[src/rtl/game_seat_sched.sv]
// Round-robin owner arbitration of one shared game_count timer across four seats.
// Loads the owner's clamped credit with a one-cycle set strobe and passes its boost through while it plays.
module game_seat_sched #(
    parameter int MW        = 10,
    parameter int MAX_MONEY = 999
) (
    input  logic            clk,
    input  logic            rst_n,
    input  logic [3:0]      req,
    input  logic [3:0]      quit,
    input  logic [3:0]      boost_req,
    input  logic [4*MW-1:0] money_in,
    input  logic            red_in,
    output logic [3:0]      grant,
    output logic            busy,
    output logic            set,
    output logic [MW-1:0]   money,
    output logic            boost,
    output logic [1:0]      owner
);

    localparam logic [2:0] ST_IDLE    = 3'd0;
    localparam logic [2:0] ST_LOAD    = 3'd1;
    localparam logic [2:0] ST_WAIT    = 3'd2;
    localparam logic [2:0] ST_PLAY    = 3'd3;
    localparam logic [2:0] ST_RELEASE = 3'd4;

    localparam logic [MW-1:0] MAX_C = MW'(MAX_MONEY);

    logic [2:0]    state_r;
    logic [3:0]    grant_r;
    logic          busy_r;
    logic          set_r;
    logic [MW-1:0] money_r;
    logic          boost_r;
    logic [1:0]    owner_r;

    logic [1:0]    sel_s;
    logic [MW-1:0] raw_s;
    logic [MW-1:0] credit_s;

    // Scan from last+4 down to last+1 so the seat closest after the last owner wins.
    function automatic logic [1:0] rr_pick(input logic [3:0] r, input logic [1:0] last);
        logic [1:0] pick;
        logic [1:0] idx;
        pick = last;
        for (int k = 4; k >= 1; k--) begin
            idx = last + 2'(k);
            if (r[idx]) begin
                pick = idx;
            end else begin
                pick = pick;
            end
        end
        return pick;
    endfunction

    // Arbitration winner and its clamped credit.
    always_comb begin
        sel_s = rr_pick(req, owner_r);
        raw_s = money_in[int'(sel_s) * MW +: MW];
        if (raw_s > MAX_C) begin
            credit_s = MAX_C;
        end else begin
            credit_s = raw_s;
        end
    end

    // Session FSM with all outputs registered.
    always_ff @(posedge clk or negedge rst_n) begin
        if (!rst_n) begin
            state_r <= ST_IDLE;
            grant_r <= 4'b0000;
            busy_r  <= 1'b0;
            set_r   <= 1'b0;
            money_r <= '0;
            boost_r <= 1'b0;
            owner_r <= 2'd3;
        end else begin
            case (state_r)
                ST_IDLE: begin
                    if (|req) begin
                        owner_r <= sel_s;
                        busy_r  <= 1'b1;
                        if (credit_s == '0) begin
                            // A zero-credit seat still takes its turn so it cannot starve others.
                            state_r <= ST_RELEASE;
                        end else begin
                            grant_r <= 4'b0001 << sel_s;
                            set_r   <= 1'b1;
                            money_r <= credit_s;
                            state_r <= ST_LOAD;
                        end
                    end
                end
                ST_LOAD: begin
                    set_r   <= 1'b0;
                    state_r <= ST_WAIT;
                end
                ST_WAIT: begin
                    state_r <= ST_PLAY;
                end
                ST_PLAY: begin
                    if (red_in || quit[owner_r]) begin
                        grant_r <= 4'b0000;
                        boost_r <= 1'b0;
                        state_r <= ST_RELEASE;
                    end else begin
                        boost_r <= boost_req[owner_r];
                    end
                end
                ST_RELEASE: begin
                    grant_r <= 4'b0000;
                    busy_r  <= 1'b0;
                    state_r <= ST_IDLE;
                end
                default: begin
                    state_r <= ST_IDLE;
                    grant_r <= 4'b0000;
                    busy_r  <= 1'b0;
                    set_r   <= 1'b0;
                    boost_r <= 1'b0;
                end
            endcase
        end
    end

    assign grant = grant_r;
    assign busy  = busy_r;
    assign set   = set_r;
    assign money = money_r;
    assign boost = boost_r;
    assign owner = owner_r;

endmodule

[config.mk]
export PLATFORM = sky130hd
export DESIGN_NAME = game_seat_sched
export DESIGN_NICKNAME = d
export VERILOG_FILES = /design/src/rtl/game_seat_sched.sv
export SDC_FILE = /design/constraint.sdc
export NUM_CORES = 1
export LEC_CHECK = 0
export ABC_AREA = 1
export CAP_MARGIN = 20
export CORE_MARGIN = 2
export CORE_UTILIZATION = 35
export DETAILED_ROUTE_END_ITERATION = 10
export GPL_ROUTABILITY_DRIVEN = 0
export PLACE_DENSITY = 0.68
export SYNTH_ARGS = -nofsm -noshare
export SYNTH_HDL_FRONTEND = slang
export SYNTH_SLANG_ARGS = --single-unit
export TNS_END_PERCENT = 20
[constraint.sdc]
create_clock -name clk -period 2.9 [get_ports clk]
set_clock_uncertainty 0.1 [all_clocks]
set_input_delay 0.58 -clock clk [delete_from_list [all_inputs] [get_ports clk]]
set_output_delay 0.58 -clock clk [all_outputs]
set_load 0.01 [all_outputs]
# [Word-level counts from Yosys, hierarchy flattened]
# Cells that the tools add are included.
[word_totals] mem_bits_ro=0 word_cells=72 register_bits=22 in_bits=55 output_inout_bits=19 mem_bits_rw=0 memories=0 latch_bits=0
[op_classes] mul=1 magnitude_cmp=5 n_shift=2 eq_ne=7 bitwise=4 reduce_logical=14 addsub=3 div_mod_pow=0 n_mux=29
[op_table] operator="40-bit by 7-bit indexed part select with 10-bit output" n=1
[op_table] operator="2-bit by 3-bit < comparator with 1-bit output, second input constant" n=4
[op_table] operator="4-bit 2-to-1 mux" n=3
[op_table] operator="3-bit case mux with 4 select lines" n=1
[op_table] operator="4-bit case mux with 3 select lines" n=1
[op_table] operator="1-bit binary-select mux with 2-bit select" n=5
[op_table] operator="10-bit greater-than comparator, second input constant" n=1
[op_table] operator="10-bit zero test" n=1
[op_table] operator="10-bit 2-to-1 mux" n=1
[op_table] operator="1-bit 2-to-1 mux" n=9
[op_table] operator="3-bit 2-to-1 mux" n=3
[op_table] operator="4-bit OR reduction" n=2
[op_table] operator="3-bit by 2-bit == test with 1-bit output, second input constant" n=2
[op_table] operator="2-bit 2-to-1 mux" n=3
[op_table] operator="2-bit != test, second input constant" n=3
[op_table] operator="1-bit case mux with 2 select lines" n=3
[op_table] operator="2-bit AND reduction" n=3
[op_table] operator="3-bit AND reduction" n=2
[op_table] operator="3-bit OR reduction" n=2
[op_table] operator="2-bit by 3-bit multiplier with 5-bit output, second input constant" n=1
[op_table] operator="2-bit adder, second input constant" n=2
[op_table] operator="1-bit NOT" n=4
[op_table] operator="4-bit AND reduction" n=1
[op_table] operator="1-bit by 2-bit << shifter with 4-bit output, first input constant" n=1
[op_table] operator="6 further kinds" n=6

# [Longest topological paths before layout]
[depth] word_depth=14 mapped_depth=25 depth_no_buf=22

# [Least setup slack after synthesis]
# OpenSTA, ideal clock, no wires.
[synth_timing] kind="register to register" from="reg owner_r[1] (netlist: owner[1])" to="reg money_r[5] (netlist: money[5])" arrival_time_ns=2.435 period_less_slack_ns=2.653 n_path_buf=3 slack_ns=0.247 path_stages_with_launch=25 setup_ns=0.117 required_ns=2.683 path_cell_list="dfstp_2 -> buf_6 -> inv_2 -> nand2_1 -> nand2_1 -> nand2_2 -> nand2_2 -> inv_2 -> nand2_1 -> nand2_2 -> nand2_4 -> buf_6 -> nand3b_1 -> nand2_1 -> nor2_2 -> nand2_1 -> nor2_1 -> nand2_2 -> nand3_2 -> nor2_2 -> nand2_4 -> nand2_8 -> buf_12 -> nand2_2 -> nand2_1"
[synth_via] elab_chain_len=13 word_cells_on_any_way=19 cone_classes="add/sub: 3; mul: 1; order compare: 1; shift: 1; mux: 10; bitwise: 1; reduce/logical: 2"
[synth_rtl] element="from (decl)" line="36" source="logic [1:0] owner_r;"
[synth_rtl] element="from (signal assigned)" line="83" source="owner_r <= sel_s;"
[synth_rtl] element="2-bit adder" line="48" source="idx = last + 2'(k);"
[synth_rtl] element="1-bit binary-select mux with 2-bit select" line="49" source="if (r[idx]) begin"
[synth_rtl] element="1-bit 2-to-1 mux (not written as such)" line="49"
[synth_rtl] element="2-bit 2-to-1 mux (2 in a row)" line="49"
[synth_rtl] element="2-bit 2-to-1 mux (*)" line="49"
[synth_rtl] element="2-bit by 3-bit multiplier with 5-bit output (*)" line="61" source="raw_s = money_in[int'(sel_s) * MW +: MW];"
[synth_rtl] element="40-bit by 7-bit indexed part select with 10-bit output (*)" line="61"
[synth_rtl] element="10-bit greater-than comparator" line="62" source="if (raw_s > MAX_C) begin"
[synth_rtl] element="10-bit 2-to-1 mux (*)" line="62"
[synth_rtl] element="10-bit zero test" line="85" source="if (credit_s == '0) begin"
[synth_rtl] element="1-bit NOT (no source line)"
[synth_rtl] element="3-bit AND reduction (no source line)"
[synth_rtl] element="to (signal assigned)" line="91" source="money_r <= credit_s;"
[synth_rtl] element="to (decl)" line="34" source="logic [MW-1:0] money_r;"
# Every way passes the cells marked *; elsewhere a longest branch is shown, timed or not. The select of a mux whose other input is x is not followed.
# A chain may end at the register's enable or synchronous reset.

# [Final worst setup path]
[layout_timing] from="reg owner_r[0] (netlist: owner[0])" to="reg money_r[7] (netlist: money[7])"
# The elaborated chain is that of the path after synthesis.

==> results.md <==
| Item | This run | Unit |
|---|---|---|
| Outcome | completed | - |
| Fin crit share | 99.40 | % |
| Fraction of final layout cells sized beyond drive strength 1 | 28.72 | % |
| Die outline area | 0.005617 | mm2 |
| Data required, critical path | 2.96 | ns |
| Number of enable-type register cells in the synthesized netlist | 0 | - |
| Per-cell routed wire length | 12.18 | um |
| Y dimension of the die | 74.95 | um |
| Total standard cell area after synthesis | 0.001762 | mm2 |
| Net count of the finished layout | 432 | - |
| Core ar. | 0.004786 | mm2 |
| Async set-reset flop share out of synthesis | 100.0 | % |
| Syn Nets | 318 | - |
| Leading cell type in the layout, fill and taps excluded | sky130_fd_sc_hd__nand2_1 | - |
| Post-Syn Instances | 263 | - |
| Number of cells in the design after placement | 428 | - |
| Global-route wire length before repair | 8.024 | mm |
| Initial DRT Pass Iterations | 4 | - |
| Number of DRC violations after detailed routing | 0 | - |
| Iteration-0 DRC Markers | 149 | - |
| Largest net degree at the start of global routing | 23 | - |
| Worst slack, placed | -0.2972 | ns |
| Fraction of the yosys area taken by sequential cells | 31.39 | % |
| Non-filler instance count after layout | 443 | - |
| Most frequent cells in the layout | sky130_fd_sc_hd__nand2_1, sky130_fd_sc_hd__clkdlybuf4s50_1, sky130_fd_sc_hd__buf_4, sky130_fd_sc_hd__inv_1, sky130_fd_sc_hd__nand2_2 | - |
| Growth of design area from synthesis to finish | 74.72 | % |
| Critical-path maximum fanout | 11 | - |
| Setup_tns | 0 | ns |
| Mean instance size in the synthesized netlist | 6.698 | um2 |
| Htree depth | 1 | - |
| #FFs+latches synth | 22 | - |
| Top-level port count | 74 | - |
| Maximum capacitance violations | 0 | - |
| Hold crit path type | reg2reg | - |
| Clock Sinks | 22 | - |
| Signal arrival time at the worst endpoint | 2.94 | ns |
| Routed via count | 2,094 | - |
| Post-DP HPWL | 3.949 | mm |
| Maximum vdd ir drop | 0.7533 | mV |
| Pins over their slew limit | 0 | - |
| RSZ-0062 raised after global routing | true | - |
| Post-CTS Hold Fix Bufs | 0 | - |
| Overall global routing resource usage | 17.99 | % |
| Clock-pin slew on the worst setup and hold paths | 0.08 | ns |
| Total power density per cell area | 1451 | mW/mm2 |
| Number of rows in the core area | 25 | - |
| Critical Path Source | owner[0] | - |
| Total of buffers placed on input and output ports | 73 | - |
| Worst slew margin relative to its limit | 21.01 | % |
| TritonCTS clock tree | yes | - |
| Clock root cell | sky130_fd_sc_hd__clkbuf_8 | - |
| Critical path startpoint category | flip-flop | - |
| Measured slew at the worst slew-check pin | 1.181 | ns |
| DR vias/cell | 4.727 | - |
| Skew-Pair Late Insertion Delay | 0.26 | ns |
| CTS max path bufs | 2 | - |
| Detailed-route wire length | 5.395 | mm |
| Least setup slack across all paths after layout | 0.01752 | ns |
| Number of global-route vias before repair | 1,837 | - |
| Number of hold violations in the final report | 0 | - |
| Final Hold Slack | 0.3886 | ns |
| Aggregate global routing overflow | 0 | - |
| Type of element capturing the critical path | flip-flop | - |
| Number of buffers inserted during clock tree synthesis | 3 | - |
| Number of synthesis warnings | 0 | - |
| Final Setup Violations | 0 | - |
| Minimum clock period | 2.882 | ns |
| Final antenna diode count | 0 | - |
| Core occupancy in the finished layout | 64.31 | % |
| Starting Density | 36.81 | % |
| Worst reg2reg path startpoint | owner[0] | - |
| Dominant register cell in the synthesized netlist | sky130_fd_sc_hd__dfrtp_1 | - |
| Yosys cell types | 33 | - |
| Number of antenna-violating nets in the routed design | 0 | - |
| Kind of critical path | reg2reg | - |
| Fmax | 346.9 | MHz |
| Worst Hold Launch | grant[0] | - |
| Number of antenna violations at the first check in global routing | 0 | - |
| Leakage power | 1.524 | nW |
| DIE WIDTH | 74.95 | um |
-- registers in the layout, summed over array words and instances, names as in the netlist --
signal   count
boost        1
busy         1
set          1
owner        2
grant        4
money       10
state_r      3
-- metal layers --
metal  GRT usage (%)  vias up  share of wire [%]
li1                -     1076                  -
met1           25.35      950                 45
met2           29.04       62                 49
met3           1.606        6                4.4
met4           5.952        0                1.5
met5               0        -                  0
-- Yosys cell counts, types with 2 or more instances --
master                     count  share of area, %
sky130_fd_sc_hd__a21oi_1       4               1.1
sky130_fd_sc_hd__a22oi_1       2              0.85
sky130_fd_sc_hd__buf_4         2              0.85
sky130_fd_sc_hd__buf_6         3               1.9
sky130_fd_sc_hd__dfrtp_1      20                28
sky130_fd_sc_hd__dfstp_2       2               3.0
sky130_fd_sc_hd__inv_1        22               4.7
sky130_fd_sc_hd__inv_2         6               1.3
sky130_fd_sc_hd__nand2_1      88                19
sky130_fd_sc_hd__nand2_2      15               5.3
sky130_fd_sc_hd__nand2_4       2               1.3
sky130_fd_sc_hd__nand3_1      19               5.4
sky130_fd_sc_hd__nand3_2       3               1.7
sky130_fd_sc_hd__nand3b_1      4               1.7
sky130_fd_sc_hd__nand4_1       6               2.1
sky130_fd_sc_hd__nor2_1       23               4.9
sky130_fd_sc_hd__nor2_2        4               1.4
sky130_fd_sc_hd__nor3_1        7               2.0
sky130_fd_sc_hd__nor4_1        2              0.71
sky130_fd_sc_hd__o21ai_0       7               2.0
sky130_fd_sc_hd__o21ai_1       2              0.57
sky130_fd_sc_hd__o21ai_2       7               3.5
sky130_fd_sc_hd__o22ai_1       3               1.1
-- stage by stage --
step                      power, mW  cell area (um2)
after floorplan               2.485             1762
after global placement        3.615             2743
after detailed placement      3.648             2743
after CTS                     3.912             2810
after global routing          4.853             3078
final                         4.465             3078
-- what timing repair did --
| item | 4_1_cts | 5_1_grt |
|---|---|---|
| cloned | 0 | 4 |
| pin swaps | 0 | 18 |
| resized for setup | 2 | 45 |
| setup buffers | 0 | 7 |
| setup endpoints to repair | 9 | 17 |
-- path summary, 6_finish.rpt --
check	end	slack, ns	cells past startpoint
worst max-delay path	money[7]	0.02	21
worst min-delay path	grant[0]	0.39	2
worst max register to register	money[7]	0.02	21
worst min register to register	grant[0]	0.39	2
max in group asynchronous	owner[1]	1.86	2
min in group asynchronous	money[2]	0.56	2
-- layout make-up --
| cell class | count | area [um2] |
|---|---|---|
| Fill cell | 401 | 1708 |
| Timing Repair Buffer | 112 | 1072 |
| Multi-Input combinational cell | 210 | 1204 |
| Tap cell | 67 | 83.83 |
| Inverter | 28 | 110.1 |
| Sequential cell | 22 | 553.0 |
| Clock buffer | 4 | 55.05 |
-- power by group --
group          internal (mW)  switching (mW)  total (mW)  leakage (nW)
Combinational           1.70            1.95        3.65          1.22
Sequential             0.465           0.134       0.599         0.273
Clock                  0.121          0.0974       0.218        0.0288
-- worst max-delay path, stage by stage, from the launching register on --
cell and delay [ns]:
sky130_fd_sc_hd__dfstp_2 0.61, sky130_fd_sc_hd__buf_6 0.14, sky130_fd_sc_hd__nand2_1 0.07, sky130_fd_sc_hd__nand2_2 0.08, sky130_fd_sc_hd__nand2_1 0.05, sky130_fd_sc_hd__nand2_1 0.07
sky130_fd_sc_hd__nand2_2 0.09, sky130_fd_sc_hd__nand2_2 0.10, sky130_fd_sc_hd__nand2_4 0.09, sky130_fd_sc_hd__buf_8 0.15, sky130_fd_sc_hd__nand3_2 0.11, sky130_fd_sc_hd__nor2_1 0.05
sky130_fd_sc_hd__nor2_1 0.14, sky130_fd_sc_hd__nand2_2 0.09, sky130_fd_sc_hd__nor2_1 0.11, sky130_fd_sc_hd__nand2_2 0.09, sky130_fd_sc_hd__nand3_4 0.10, sky130_fd_sc_hd__nor2_4 0.05
sky130_fd_sc_hd__nand2_4 0.17, sky130_fd_sc_hd__nand2_8 0.11, sky130_fd_sc_hd__nand2_4 0.14, sky130_fd_sc_hd__o21ai_2 0.05
-- logic make-up (layout without fill, tap and decap cells) --
family                 count (synthesis)  in the layout  share of synthesized area [%]
and+or+nand+nor                      178            182                          48.15
DFF                                   22             22                          31.39
buffers and inverters                 35            144                          10.16
AOI/OAI and AO/OA                     28             28                          10.30
Note: power is estimated with default switching activity, not from simulation.
